==> src/rtl/alu_seq.sv <==
// Registered ALU: single-cycle AND/XOR/SUB and an iterative shift-add MUL behind a start/ready/done handshake.
// Optional macro ALU_OVERFLOW_EN adds the registered signed-overflow output ovf.
module alu_seq #(
    parameter int WIDTH = 4
) (
    input  logic             clk,
    input  logic             rst,
    input  logic             start,
    input  logic [1:0]       Op,
    input  logic [WIDTH-1:0] A,
    input  logic [WIDTH-1:0] B,
    output logic             ready,
    output logic             done,
    output logic [WIDTH-1:0] R,
    output logic             zero,
    output logic             neg,
    output logic             carry
`ifdef ALU_OVERFLOW_EN
    ,
    output logic             ovf
`endif
);

    localparam int CW = $clog2(WIDTH + 1);

    localparam logic [1:0] OP_AND = 2'b00;
    localparam logic [1:0] OP_XOR = 2'b01;
    localparam logic [1:0] OP_SUB = 2'b10;
    localparam logic [1:0] OP_MUL = 2'b11;

    typedef enum logic [0:0] {
        ST_IDLE = 1'b0,
        ST_MUL  = 1'b1
    } state_t;

    state_t             state_r;
    logic [2*WIDTH-1:0] mcand_r;
    logic [WIDTH-1:0]   mplier_r;
    logic [2*WIDTH-1:0] acc_r;
    logic [CW-1:0]      count_r;

    logic [WIDTH:0]     sub_full_s;
    logic [WIDTH-1:0]   op_res_s;
    logic               op_carry_s;
    logic [2*WIDTH-1:0] acc_next_s;

    // Flags are always derived from the value being loaded into R.
    function automatic logic is_zero(input logic [WIDTH-1:0] v);
        return (v == '0);
    endfunction

    // Single-cycle result and borrow for the non-multiply opcodes
    always_comb begin
        sub_full_s = {1'b0, A} - {1'b0, B};
        op_res_s   = '0;
        op_carry_s = 1'b0;
        case (Op)
            OP_AND: op_res_s = A & B;
            OP_XOR: op_res_s = A ^ B;
            OP_SUB: begin
                op_res_s   = sub_full_s[WIDTH-1:0];
                op_carry_s = sub_full_s[WIDTH];
            end
            default: begin
                op_res_s   = '0;
                op_carry_s = 1'b0;
            end
        endcase
    end

`ifdef ALU_OVERFLOW_EN
    logic op_ovf_s;

    // Signed overflow of the subtraction; zero for the logic opcodes
    always_comb begin
        op_ovf_s = 1'b0;
        if (Op == OP_SUB) begin
            op_ovf_s = (A[WIDTH-1] != B[WIDTH-1]) && (sub_full_s[WIDTH-1] != A[WIDTH-1]);
        end else begin
            op_ovf_s = 1'b0;
        end
    end
`endif

    // Accumulator value after this multiply step
    always_comb begin
        acc_next_s = acc_r;
        if (mplier_r[0]) begin
            acc_next_s = acc_r + mcand_r;
        end else begin
            acc_next_s = acc_r;
        end
    end

    // Control FSM, multiply datapath and registered result/flags
    always_ff @(posedge clk or posedge rst) begin
        if (rst) begin
            state_r  <= ST_IDLE;
            mcand_r  <= '0;
            mplier_r <= '0;
            acc_r    <= '0;
            count_r  <= '0;
            R        <= '0;
            zero     <= 1'b0;
            neg      <= 1'b0;
            carry    <= 1'b0;
            done     <= 1'b0;
            ready    <= 1'b1;
`ifdef ALU_OVERFLOW_EN
            ovf      <= 1'b0;
`endif
        end else begin
            done <= 1'b0;
            case (state_r)
                ST_IDLE: begin
                    if (start && (Op == OP_MUL)) begin
                        mcand_r  <= {{WIDTH{1'b0}}, A};
                        mplier_r <= B;
                        acc_r    <= '0;
                        count_r  <= CW'(WIDTH);
                        state_r  <= ST_MUL;
                        ready    <= 1'b0;
                    end else if (start) begin
                        R     <= op_res_s;
                        zero  <= is_zero(op_res_s);
                        neg   <= op_res_s[WIDTH-1];
                        carry <= op_carry_s;
                        done  <= 1'b1;
`ifdef ALU_OVERFLOW_EN
                        ovf   <= op_ovf_s;
`endif
                    end else begin
                        ready <= 1'b1;
                    end
                end
                ST_MUL: begin
                    acc_r    <= acc_next_s;
                    mcand_r  <= mcand_r << 1;
                    mplier_r <= mplier_r >> 1;
                    count_r  <= count_r - CW'(1);
                    // Last step: publish the truncated product; a start seen here is dropped.
                    if (count_r == CW'(1)) begin
                        R       <= acc_next_s[WIDTH-1:0];
                        zero    <= is_zero(acc_next_s[WIDTH-1:0]);
                        neg     <= acc_next_s[WIDTH-1];
                        carry   <= |acc_next_s[2*WIDTH-1:WIDTH];
                        done    <= 1'b1;
                        state_r <= ST_IDLE;
                        ready   <= 1'b1;
`ifdef ALU_OVERFLOW_EN
                        ovf     <= |acc_next_s[2*WIDTH-1:WIDTH];
`endif
                    end else begin
                        ready <= 1'b0;
                    end
                end
                default: begin
                    state_r <= ST_IDLE;
                    ready   <= 1'b1;
                end
            endcase
        end
    end

endmodule

==> config.mk <==
export PLATFORM = sky130hd
export DESIGN_NAME = alu_seq
export DESIGN_NICKNAME = d
export VERILOG_FILES = /design/src/rtl/alu_seq.sv
export SDC_FILE = /design/constraint.sdc
export NUM_CORES = 1
export LEC_CHECK = 0
export BUFFER_PORTS_ARGS = -buffer_cell sky130_fd_sc_hd__buf_2
export CAP_MARGIN = 15
export CORE_ASPECT_RATIO = 0.9
export CORE_UTILIZATION = 30
export DETAILED_ROUTE_END_ITERATION = 10
export PLACE_DENSITY = 0.52
export RECOVER_POWER = 25
export SYNTH_ARGS = -nofsm -noshare
export SYNTH_HDL_FRONTEND = slang
export SYNTH_SLANG_ARGS = --single-unit
==> constraint.sdc <==
create_clock -name clk -period 3.5 [get_ports clk]
set_clock_uncertainty 0.2 [all_clocks]
set_input_delay 0.35 -clock clk [delete_from_list [all_inputs] [get_ports clk]]
set_output_delay 0.35 -clock clk [all_outputs]
set_load 0.05 [all_outputs]
; ---- Word-level counts from Yosys, hierarchy flattened
; Cells that the tools add are included.
[classes]
n_reduce_logical = 6
shift = 0
addsub = 3
eq_ne = 9
n_bitwise = 3
n_mul = 0
div = 0
n_mux = 37
n_lt_le_gt_ge = 0
[op_table]
columns = cell, count
row1 = $pmux W8 S2, 2
row2 = $mux W8, 3
row3 = $mux W1, 17
row4 = $mux W4, 4
row5 = $pmux W4 S2, 2
row6 = $pmux W1 S2, 6
row7 = $pmux W4 S3, 1
row8 = $add A8 B8 Y8, 1
row9 = $logic_not A4 Y1, 2
row10 = $ne A2 B2 Y1 const B, 3
row11 = $pmux W3 S2, 1
row12 = $sub A4 B4 Y5, 1
row13 = $and A4 B4 Y4, 1
row14 = $eq A2 B2 Y1 const B, 2
row15 = $reduce_or A4 Y1, 1
row16 = $xor A4 B4 Y4, 1
row17 = $eq A3 B1 Y1 const B, 1
row18 = $mux W3, 1
row19 = $ne A3 B3 Y1 const B, 1
row20 = $reduce_and A3 Y1, 1
row21 = $sub A3 B1 Y3 const B, 1
row22 = $eq A2 B1 Y1 const B, 1
row23 = $logic_not A2 Y1, 1
row24 = $ne A2 B1 Y1 const B, 1
row25 = other kinds (2), 2
[totals]
regBits = 33
romBits = 0
latchBits = 0
in_bits = 13
mem_count = 0
mem_bits_rw = 0
elab_cells = 69

; ---- Depth between registers and ports, before layout
[depth]
depth_word = 6
depth_mapped = 10
ltp_nobuf = 10

; ---- Worst setup path before layout
; OpenSTA, ideal clock, no wires.
[synth_timing]
path_type = reg2reg
start = register mcand_r[0]
end = register carry
path_stages_with_launch = 9
period_less_slack_ns = 2.235
required_time_ns = 3.166
arrival_ns = 1.901
setup_time_ns = 0.134
slack_ns = 1.265
path_cell_list = dfrtp_1 > ha_1 > fa_1 > a21o_1 > a21oi_1 > xor2_1 > a21oi_1 > nor3b_1 > a31oi_1
[synth_via]
elab_chain_cells = 5
[synth_rtl]
columns = element, line_no
row1 = start: declaration, 37  ; logic [2*WIDTH-1:0] mcand_r;
row2 = start signal: assignment, 117  ; mcand_r <= {{WIDTH{1'b0}}, A};
row3 = start signal: assignment, 138  ; mcand_r <= mcand_r << 1;
row4 = $add A8 B8 Y8, 89  ; acc_next_s = acc_r + mcand_r;
row5 = $mux W8, 88  ; if (mplier_r[0]) begin
row6 = $reduce_or A4 Y1, 146  ; carry <= |acc_next_s[2*WIDTH-1:WIDTH];
row7 = $mux W1, 142  ; if (count_r == CW'(1)) begin
row8 = $pmux W1 S2, 114  ; case (state_r)
row9 = end signal: assignment, 127  ; carry <= op_carry_s;
row10 = end signal: assignment, 146
row11 = end: declaration, 17  ; output logic carry
; Every way passes these cells. The select of a mux whose other input is x is not followed.
; A chain may end at the register's enable or synchronous reset.

==> reports/qor.yml <==
grt:
  antenna_found_initial: 0
  grt_max_degree: 42
  grt_usage_pct: 14.1
  grt_pass1_wl_um: 8520
  gr-total-overflow: 0
  grt_pass1_vias: 1720
floorplanning:
  core_mm2: 0.00704
  dieWidth_um: 91.9
  rows: 29
  die_height_um: 82.9
  dieArea_mm2: 0.00762
  ios: 22
  initial_utilization_pct: 31.0
yosys:
  synth_cell_types: 46
  postSynthCellCount: 248
  synthFlopType: "dfrtp_1"
  synthArstFlopShare_pct: 100
  ys_seq_elements: 32
  syn-num-nets: 280
  synth-edff-count: 0
  ys_seq_area_share_pct: 36.8
  syn_area_mm2: 0.00218
  syn_area_per_cell_um2: 8.80
  ys_warn_count: 0
routing:
  drtIter0Drc: 98
  wirelength_um: 4870
  vias: 1778
  viasPerCell: 4.94
  drc_errors: 0
  postRouteAntennaNets: 0
  detail_route.wl_per_cell_um: 13.5
  first_pass_iters: 4
run_status:
  status: "finished with violations"
  failed_checks: "max-capacitance violations, max-slew violations"
sta:
  rsz0062_at_grt: "no"
  setup_tns_ns: 0
  setup_viol: 0
  drv_slew: 33
  setup_ws_ns: 1.07
  fmax_ghz: 0.412
  finalCritPeriodShare_pct: 69.3
  finalHoldViolations: 0
  whs_ns: 0.0664
  slew_headroom_pct: -15.7
  period_needed_ns: 2.43
  worst_pin_slew_ns: 1.74
critical_path:
  worst_setup_path_start_kind: "input port"
  crit_path_start: "rst"
  critPathKind: "input port to asynchronous set/reset pin"
  worstPathMaxFanout: 32
  regToRegStartpoint: "mcand_r[0]$_DFFE_PP0P_"
  cp-end-kind: "asynchronous set/reset pin"
  crit_arrival_ns: 2.30
  required_ns: 3.37
finish:
  final_core_util_pct: 34.9
  diodes: 0
  final_common_cell: "nand2_1"
  layout-drive-gt1-share_pct: 14.2
  layout.nets: 298
  syn_to_final_growth_pct: 12.5
  final_cells: 360
  fin_area_mm2: 0.00245
  final_cell_mix: "39 x nand2_1, 31 x dfrtp_1, 25 x a21oi_1, 21 x buf_2, 18 x o21ai_0"
clock_tree:
  cts_setup_buffers: 0
  cts-root-buf: "clkbuf_8"
  cts_sinks: 32
  tritoncts: "done"
  clk_pin_slew_ns: 0.07
  numCtsBuffers: 5
  clkLatencyLatePin_ns: 0.29
  cts_max_level: 2
  clock_path_buffers: 2
  post_cts_resize_count: 0
power:
  peakVddDrop_v: 0.000208
  p_leak_nw: 1.12
  powerDensity_mw_per_mm2: 842
  design_power_total_mw: 2.07
worst_hold_path:
  hold_start: "start"
  min_path_type: "input port to flip-flop"
place:
  gp_congestion: 0.796
  dp.cells: 351
  io_buffers: 21
  postPlaceCellArea_mm2: 0.00232
  dp_hpwl_um: 3650
  pre_cts_slack_ns: 1.10
run:
  maxCapViolations: 1
## sequential cells by signal, summed over array words and instances, names as in the netlist
register and count:
R 4, acc_r 8, carry 1, count_r 3
done 1, mcand_r 8, mplier_r 4, ready 1
state_r 1, zero 1
## worst paths after layout
check | to | slack (ns) | cells after the start
hold / removal | ready$_DFFE_PP1P_ | 0.07 | 2
setup reg to reg | carry$_DFFE_PP0P_ | 1.09 | 8
hold reg to reg | R[0]$_DFFE_PP0P_ | 0.28 | 2
min in group asynchronous | R[0]$_DFFE_PP0P_ | 1.01 | 4
max in group clk | carry$_DFFE_PP0P_ | 1.09 | 8
setup / recovery | mcand_r[5]$_DFFE_PP0P_ | 1.07 | 4
## synth_stat cells, drive strengths merged (5+ instances only)
master	n	area [µm²]
a21oi	25	125
a31oi	7	43.8
buf	5	36.3
clkbuf	8	60.1
dfrtp	31	776
ha	17	213
inv	16	60.1
mux2i	9	90.1
nand2	39	146
nand2b	6	37.5
nor2	14	52.6
o21ai	21	109
o22ai	6	37.5
## report_power, final
group | switching [mW] | total [mW] | internal (mW)
Combinational | 0.659 | 1.01 | 0.348
Clock | 0.146 | 0.398 | 0.251
Sequential | 0.137 | 0.662 | 0.525
Total | 0.942 | 2.07 | 1.12
## worst max-delay path: stages
cell	delay (ns)
dlygate4sd3_1	0.53
buf_2	0.11
inv_1	0.04
clkbuf_1	1.24
## metal layers
| metal | GRT usage [%] | wire, µm | share of wire [%] | vias to the layer above |
|---|---|---|---|---|
| met5 | 0 | 0 | 0 | - |
| met4 | 3.41 | 41 | 0.84 | 0 |
| met3 | 3.39 | 246 | 5.1 | 6 |
| met2 | 19.7 | 2040 | 42 | 35 |
| met1 | 21.4 | 2540 | 52 | 829 |
| li1 | - | - | - | 908 |
## final cells by class
cell class | count | area (µm²)
fill | 751 | 4580
timing repair buffer | 24 | 126
clock buffer | 7 | 96.3
multi-input combinational | 187 | 1220
clock inverter | 1 | 30.0
sequential | 32 | 802
inverter | 16 | 60.1
tap | 93 | 116
## kinds of logic (layout without fill, tap and decap cells)
family / count (synthesis) / in the layout / synth area share, %
and+or+nand+nor: 78 / 78 / 16.5
adders and majority gates: 19 / 19 / 11.6
buffers and inverters: 29 / 48 / 7.17
DFF: 32 / 32 / 36.8
xor gates and xnor gates: 6 / 6 / 2.41
AOI/OAI and AO/OA: 73 / 73 / 20.5
muxes: 11 / 11 / 5.16
## what timing repair did
item | CTS | global route
endpoints found under the hold margin | 31 | 0
hold buffers | 1 | 0
endpoints found under the setup margin | 0 | 0
No activity file was read; power rests on OpenSTA's default activity.
